[src/rtl/vga_pkg.sv]
// vga_pkg: timing constants and lock FSM encoding shared by the VGA generator and decoder.
package vga_pkg;
  localparam int H_SYNC_PAUSE   = 96;
  localparam int H_BACK_PORCH   = 48;
  localparam int H_ACTIVE_TIME  = 640;
  localparam int H_LINE_PERIOD  = 800;
  localparam int V_SYNC_PAUSE   = 2;
  localparam int V_BACK_PORCH   = 33;
  localparam int V_ACTIVE_TIME  = 480;
  localparam int V_FRAME_PERIOD = 525;
  localparam int LOCK_FRAMES    = 2;
  localparam int H_ACT_START    = H_SYNC_PAUSE + H_BACK_PORCH;
  localparam int V_ACT_START    = V_SYNC_PAUSE + V_BACK_PORCH;
  localparam logic [11:0] CNT_MAX = 12'hFFF;
  typedef enum logic [1:0] {
    S_HUNT   = 2'b00,
    S_CHECK  = 2'b01,
    S_LOCKED = 2'b10
  } sync_state_t;
endpackage

[src/rtl/vga_edge_counter.sv]
// vga_edge_counter: sync edge detection, line/frame position counters and period measurement.
module vga_edge_counter
  import vga_pkg::*;
(
  input  logic        clock_25Mhz,
  input  logic        reset,
  input  logic        H_sync,
  input  logic        V_sync,
  output logic        hfall,
  output logic        fstart,
  output logic        h_sat,
  output logic [11:0] h_cnt,
  output logic [11:0] v_cnt,
  output logic        frame_start,
  output logic [11:0] line_period,
  output logic [11:0] frame_lines
);
  logic h_prev, v_prev, vpend, vfall;
  assign hfall  = h_prev & ~H_sync;
  assign vfall  = v_prev & ~V_sync;
  // a vsync fall is held until the next hsync fall, which then defines line 0
  assign fstart = hfall & (vpend | vfall);
  assign h_sat  = (h_cnt == CNT_MAX) & ~hfall;
  always_ff @(posedge clock_25Mhz or negedge reset) begin
    if (!reset) begin
      h_prev      <= 1'b1;
      v_prev      <= 1'b1;
      vpend       <= 1'b0;
      h_cnt       <= '0;
      v_cnt       <= '0;
      frame_start <= 1'b0;
      line_period <= '0;
      frame_lines <= '0;
    end else begin
      h_prev      <= H_sync;
      v_prev      <= V_sync;
      frame_start <= fstart;
      vpend       <= fstart ? 1'b0 : (vpend | vfall);
      h_cnt       <= hfall ? '0 : (h_cnt == CNT_MAX ? h_cnt : h_cnt + 12'd1);
      if (hfall) begin
        line_period <= h_cnt + 12'd1;
        v_cnt       <= fstart ? '0 : (v_cnt == CNT_MAX ? v_cnt : v_cnt + 12'd1);
      end
      if (fstart) frame_lines <= v_cnt + 12'd1;
    end
  end
endmodule

[src/rtl/vga_sync_decoder.sv]
// vga_sync_decoder: recovers pixel coordinates, active strobe and timing lock from VGA syncs.
// Define VGA_DEC_CHECKSUM_EN to add a per-frame 16-bit sum of active pixels (frame_sum).
module vga_sync_decoder
  import vga_pkg::*;
#(
  parameter int H_SYNC  = vga_pkg::H_SYNC_PAUSE,
  parameter int H_BP    = vga_pkg::H_BACK_PORCH,
  parameter int H_ACT   = vga_pkg::H_ACTIVE_TIME,
  parameter int H_LINE  = vga_pkg::H_LINE_PERIOD,
  parameter int V_SYNC  = vga_pkg::V_SYNC_PAUSE,
  parameter int V_BP    = vga_pkg::V_BACK_PORCH,
  parameter int V_ACT   = vga_pkg::V_ACTIVE_TIME,
  parameter int V_FRAME = vga_pkg::V_FRAME_PERIOD,
  parameter int LOCK_N  = vga_pkg::LOCK_FRAMES
) (
  input  logic        clock_25Mhz,
  input  logic        reset,
  input  logic        H_sync,
  input  logic        V_sync,
  input  logic [3:0]  in_red,
  input  logic [3:0]  in_green,
  input  logic [3:0]  in_blue,
  output logic [3:0]  pix_red,
  output logic [3:0]  pix_green,
  output logic [3:0]  pix_blue,
  output logic [9:0]  pixel_x,
  output logic [8:0]  pixel_y,
  output logic        pixel_valid,
  output logic        frame_start,
  output logic        locked,
  output logic        sync_err,
  output logic [11:0] line_period,
  output logic [11:0] frame_lines
`ifdef VGA_DEC_CHECKSUM_EN
  ,
  output logic [15:0] frame_sum
`endif
);
  localparam logic [11:0] HA0 = 12'(H_SYNC + H_BP);
  localparam logic [11:0] HA1 = 12'(H_SYNC + H_BP + H_ACT - 1);
  localparam logic [11:0] VA0 = 12'(V_SYNC + V_BP);
  localparam logic [11:0] VA1 = 12'(V_SYNC + V_BP + V_ACT - 1);
  localparam logic [11:0] HL  = 12'(H_LINE);
  localparam logic [11:0] VF  = 12'(V_FRAME);
  localparam logic [3:0]  LOCK_C = 4'(LOCK_N - 1);
  logic        hfall, fstart, h_sat, frame_ok, skip, vis, line_bad, frame_good;
  logic [11:0] h_cnt, v_cnt;
  logic [3:0]  good_cnt;
  sync_state_t state;
  vga_edge_counter u_cnt (
    .clock_25Mhz (clock_25Mhz),
    .reset       (reset),
    .H_sync      (H_sync),
    .V_sync      (V_sync),
    .hfall       (hfall),
    .fstart      (fstart),
    .h_sat       (h_sat),
    .h_cnt       (h_cnt),
    .v_cnt       (v_cnt),
    .frame_start (frame_start),
    .line_period (line_period),
    .frame_lines (frame_lines)
  );
  assign vis        = (state == S_LOCKED) && h_cnt >= HA0 && h_cnt <= HA1 && v_cnt >= VA0 && v_cnt <= VA1;
  assign line_bad   = hfall & (h_cnt + 12'd1 != HL) & ~skip;
  assign frame_good = frame_ok & ~line_bad & (v_cnt + 12'd1 == VF);
  assign locked     = (state == S_LOCKED);
  // skip exempts the first line ending after leaving S_HUNT, whose start was never seen cleanly
  always_ff @(posedge clock_25Mhz or negedge reset) begin
    if (!reset) begin
      state    <= S_HUNT;
      good_cnt <= '0;
      frame_ok <= 1'b0;
      skip     <= 1'b0;
      sync_err <= 1'b0;
    end else begin
      sync_err <= 1'b0;
      frame_ok <= fstart | (frame_ok & ~line_bad);
      skip     <= (state == S_HUNT) | (skip & ~hfall);
      if (h_sat) begin
        state    <= S_HUNT;
        sync_err <= (state == S_LOCKED);
      end else if (state == S_HUNT) begin
        if (fstart) begin
          state    <= S_CHECK;
          good_cnt <= '0;
        end
      end else if (state == S_CHECK) begin
        if (fstart && !frame_good) good_cnt <= '0;
        else if (fstart && good_cnt >= LOCK_C) state <= S_LOCKED;
        else if (fstart) good_cnt <= good_cnt + 4'd1;
      end else if (state == S_LOCKED) begin
        if (line_bad || (fstart && !frame_good)) begin
          state    <= S_HUNT;
          sync_err <= 1'b1;
        end
      end else begin
        state <= S_HUNT;
      end
    end
  end
  always_ff @(posedge clock_25Mhz or negedge reset) begin
    if (!reset) begin
      pixel_valid <= 1'b0;
      pixel_x     <= '0;
      pixel_y     <= '0;
      pix_red     <= '0;
      pix_green   <= '0;
      pix_blue    <= '0;
    end else begin
      pixel_valid <= vis;
      pixel_x     <= vis ? 10'(h_cnt - HA0) : '0;
      pixel_y     <= vis ? 9'(v_cnt - VA0) : '0;
      pix_red     <= vis ? in_red : '0;
      pix_green   <= vis ? in_green : '0;
      pix_blue    <= vis ? in_blue : '0;
    end
  end
`ifdef VGA_DEC_CHECKSUM_EN
  logic [15:0] acc;
  always_ff @(posedge clock_25Mhz or negedge reset) begin
    if (!reset) begin
      acc       <= '0;
      frame_sum <= '0;
    end else begin
      acc <= fstart ? '0 : acc + (vis ? {4'd0, in_red, in_green, in_blue} : 16'd0);
      if (fstart) frame_sum <= acc;
    end
  end
`endif
endmodule

[config.mk]
export PLATFORM = sky130hd
export DESIGN_NAME = vga_sync_decoder
export DESIGN_NICKNAME = d
export VERILOG_FILES = /design/src/rtl/vga_pkg.sv /design/src/rtl/vga_edge_counter.sv /design/src/rtl/vga_sync_decoder.sv
export SDC_FILE = /design/constraint.sdc
export NUM_CORES = 1
export LEC_CHECK = 0
export ABC_AREA = 1
export CAP_MARGIN = 20
export CORE_MARGIN = 2
export CORE_UTILIZATION = 40
export CTS_CLUSTER_DIAMETER = 60
export DETAILED_ROUTE_END_ITERATION = 6
export PLACE_DENSITY = 0.72
export SLEW_MARGIN = 30
export SYNTH_ARGS = -nofsm -noshare
export SYNTH_HDL_FRONTEND = slang
export SYNTH_SLANG_ARGS = --single-unit
[constraint.sdc]
create_clock -name clock_25Mhz -period 2.6 [get_ports clock_25Mhz]
set_input_delay 0.52 -clock clock_25Mhz [delete_from_list [all_inputs] [get_ports clock_25Mhz]]
set_output_delay 0.52 -clock clock_25Mhz [all_outputs]
set_load 0.02 [all_outputs]
==> flow_summary.toml <==
[cts]
ctsResizeCount = 0
clkTransAtPathRegs_ns = 0.09
cts-htree-levels = 3
cts_made_buffers = 9
cts_tree = "built"
cts_root_buf = "clkbuf_8"
clock_path_buffers = 2
cts_setup_buffers = 0
clock-sinks = 93
clock_latency_ns = 0.37
ctsHoldBuffers = 0

[timing]
timing.fmax_ghz = 0.439
setup_viol = 0
min_period_over_period_pct = 87.6
period_needed_ns = 2.28
rsz0062_at_grt = "no"
finalMaxSlewViolations = 0
relSlewSlack_pct = 64.1
finalClockSkew_ns = 0.00907
report.final.hold_viol_count = 0
setup_tns_ns = 0
max_slew.worst_pin.slew_ns = 0.538

[grt]
grt_pass1_wl_mm = 16.7
grtUsageMet3_pct = 2.51
grt_util_met2_pct = 28.7
met1_usage_pct = 25.0
busiest_layer = "met2"
antenna_found_initial = 0
grt_pass1_vias = 3471
track_usage_pct = 18.3
grt-ovfl-total = 0
grt_max_degree = 52

[finish]
final_nets = 613
fin_cells = 729
regArea_sq_um = 2330
antenna_cells = 0
area_delta_synth_final_pct = 24.8
multiInputGateArea_sq_um = 1740
drive_gt1_share_pct = 10.7
nFillCells = 1041

[detailed_routing]
drt-pass1-iter-count = 4
remaining_drc_errors = 0
vias = 3569
initialDrtViolationCount = 226
wl_per_cell_um = 13.7
vias_per_cell = 4.90
ant_nets = 0
wl_mm = 9.96

[die]
die_area_sq_um = 11900
core_area_sq_um = 10800
ios = 75
dieWidth_um = 109
chipHeight_um = 109
rows = 38
start_util_pct = 40.8

[setup_path]
path_class = "flop to primary output"
required_ns = 2.08
path_max_fanout = 3
crit_family = "buffers and inverters"
cp-end-kind = "primary output"
cpMaxStageDelayCell = "clkdlybuf4s50_1"
startpoint_type = "flop"
path_cells = "inv_1 > nor2_1 > clkdlybuf4s50_1"
critical_path_buf_inv_count = 2
reg2reg_from = "u_cnt.v_cnt[0]"
slowest_delay_ns = 0.67
reg2reg_setup_slack_ns = 0.35
ff2ff_path_depth = 13
worstPathArrival_ns = 1.76
r2r-end = "pixel_x[7]"

[yosys]
synth.cell_area_sq_um = 4410
syn_nets = 532
avgSynthCellArea_sq_um = 8.76
synth_ff_type = "dfrtp_1"
synth_edf_count = 0
synthTopCellsByArea = "dfrtp_1 (52%), nand2_1 (8.4%), inv_1 (5.9%)"
yosysWarnings = 0
ys_types = 35
yosys-top-cells-count = "nand2_1 (99), dfrtp_1 (91), inv_1 (69)"
ys_seq_elements = 93
syn_inst = 503
async_flop_share_pct = 100
yosysTopAreaCellShare_pct = 51.7
ys_seq_area_share_pct = 52.9
yosysMostFrequentCell = "nand2_1"
yosys.area.top_type = "dfrtp_1"

[outcome]
outcome = "finished clean"

[placed_design]
portBuffers = 74
dp_hpwl_mm = 7.39
dp.cells = 713
gp_congestion = 0.886

[power]
peakVddDrop_mv = 0.252
p_leak_nw = 2.56
power.density_nw_per_um2 = 595

[job]
cap_violations = 0

[min_path]
hp-class = "primary input to async pin"
cells in the final DEF, fill, tap and decap left out, types with 8 or more instances in the layout:
cell,instances
inv_1,69
o22ai_1,11
clkdlybuf4s50_1,73
nand3_1,26
a21oi_1,17
ha_1,13
buf_4,9
nand4_1,9
o21ai_0,32
clkbuf_8,9
nand2_1,99
nor2_1,53
dfrtp_1,90
nor2_4,8
nand2_2,13
cells by family (layout without fill, tap and decap cells):
logic type | after synthesis | after routing | synth area share, %
AND/OR/NAND/NOR | 230 | 230 | 25.0
buffers and inverters | 85 | 171 | 7.64
XOR/XNOR | 7 | 7 | 1.39
adder cells (fa/ha/maj) | 13 | 13 | 3.69
AO/OA/AOI/OAI | 75 | 75 | 9.40
flip-flops | 93 | 93 | 52.9
cell type report:
class	instances	area share [%]
flip-flops and latches	93	42.4
multi-input cells	325	31.7
repair buffers	83	14.9
inverters	72	4.91
well taps	140	3.19
clock buffers	12	2.46
clock inverters	4	0.501
registers in the layout (all words and copies together) (netlist names), 2 cells and up:
signal / count
good_cnt: 4
pix_blue: 4
pix_green: 4
pix_red: 4
pixel_x: 10
pixel_y: 9
state: 2
u_cnt.frame_lines: 12
u_cnt.h_cnt: 12
u_cnt.line_period: 12
u_cnt.v_cnt: 12
layer usage:
metal | part of all wire (%) | vias to the layer above | routed length (um)
met3 | 5.2 | 16 | 518
met5 | 0 | - | 0
li1 | - | 1761 | -
met1 | 45 | 1680 | 4530
met2 | 47 | 112 | 4690
met4 | 2.2 | 0 | 223
per-stage QoR:
stage	hold WS (ns)	total power, mW	cell area, sq um	setup slack (ns)	utilization, %
after floorplan	0.224	2.16	4410	0.771	-
after global placement	0.465	2.43	5340	0.330	49.4
after detailed placement	0.465	2.46	5340	0.297	49.4
after CTS	0.138	3.30	5500	0.277	50.9
after global routing	0.160	3.48	5500	0.0746	51.0
final	0.122	3.27	5500	0.322	51.0
where the power goes:
group / internal (mW) / switching [mW]
Sequential: 1.57 / 0.133
Clock: 0.347 / 0.490
Combinational: 0.284 / 0.441
Total: 2.20 / 1.07
worst max path at each step:
stage | end | slack [ns] | cells past startpoint | startpoint
after floorplan | pixel_y[5] | 0.77 | 11 | u_cnt.v_cnt[1]
after global placement | state[0] | 0.33 | 12 | u_cnt.v_cnt[0]
after detailed placement | pixel_x[7] | 0.30 | 13 | u_cnt.v_cnt[0]
after CTS | pixel_x[7] | 0.28 | 13 | u_cnt.v_cnt[0]
after global routing | pixel_x[7] | 0.07 | 13 | u_cnt.v_cnt[0]
final | locked | 0.32 | 3 | state[1]
worst register-to-register path: stages, from the launching register on:
cell     delay (ns)
dfrtp_2        0.50
ha_1           0.31
or2_1          0.29
nor2_1         0.10
nand2_1        0.07
nand2_1        0.10
nand2_1        0.08
inv_1          0.07
nand3_1        0.06
nand4_1        0.15
buf_4          0.21
inv_1          0.07
o21ai_0        0.07
a21oi_1        0.05
No activity file was read; power rests on OpenSTA's default activity.
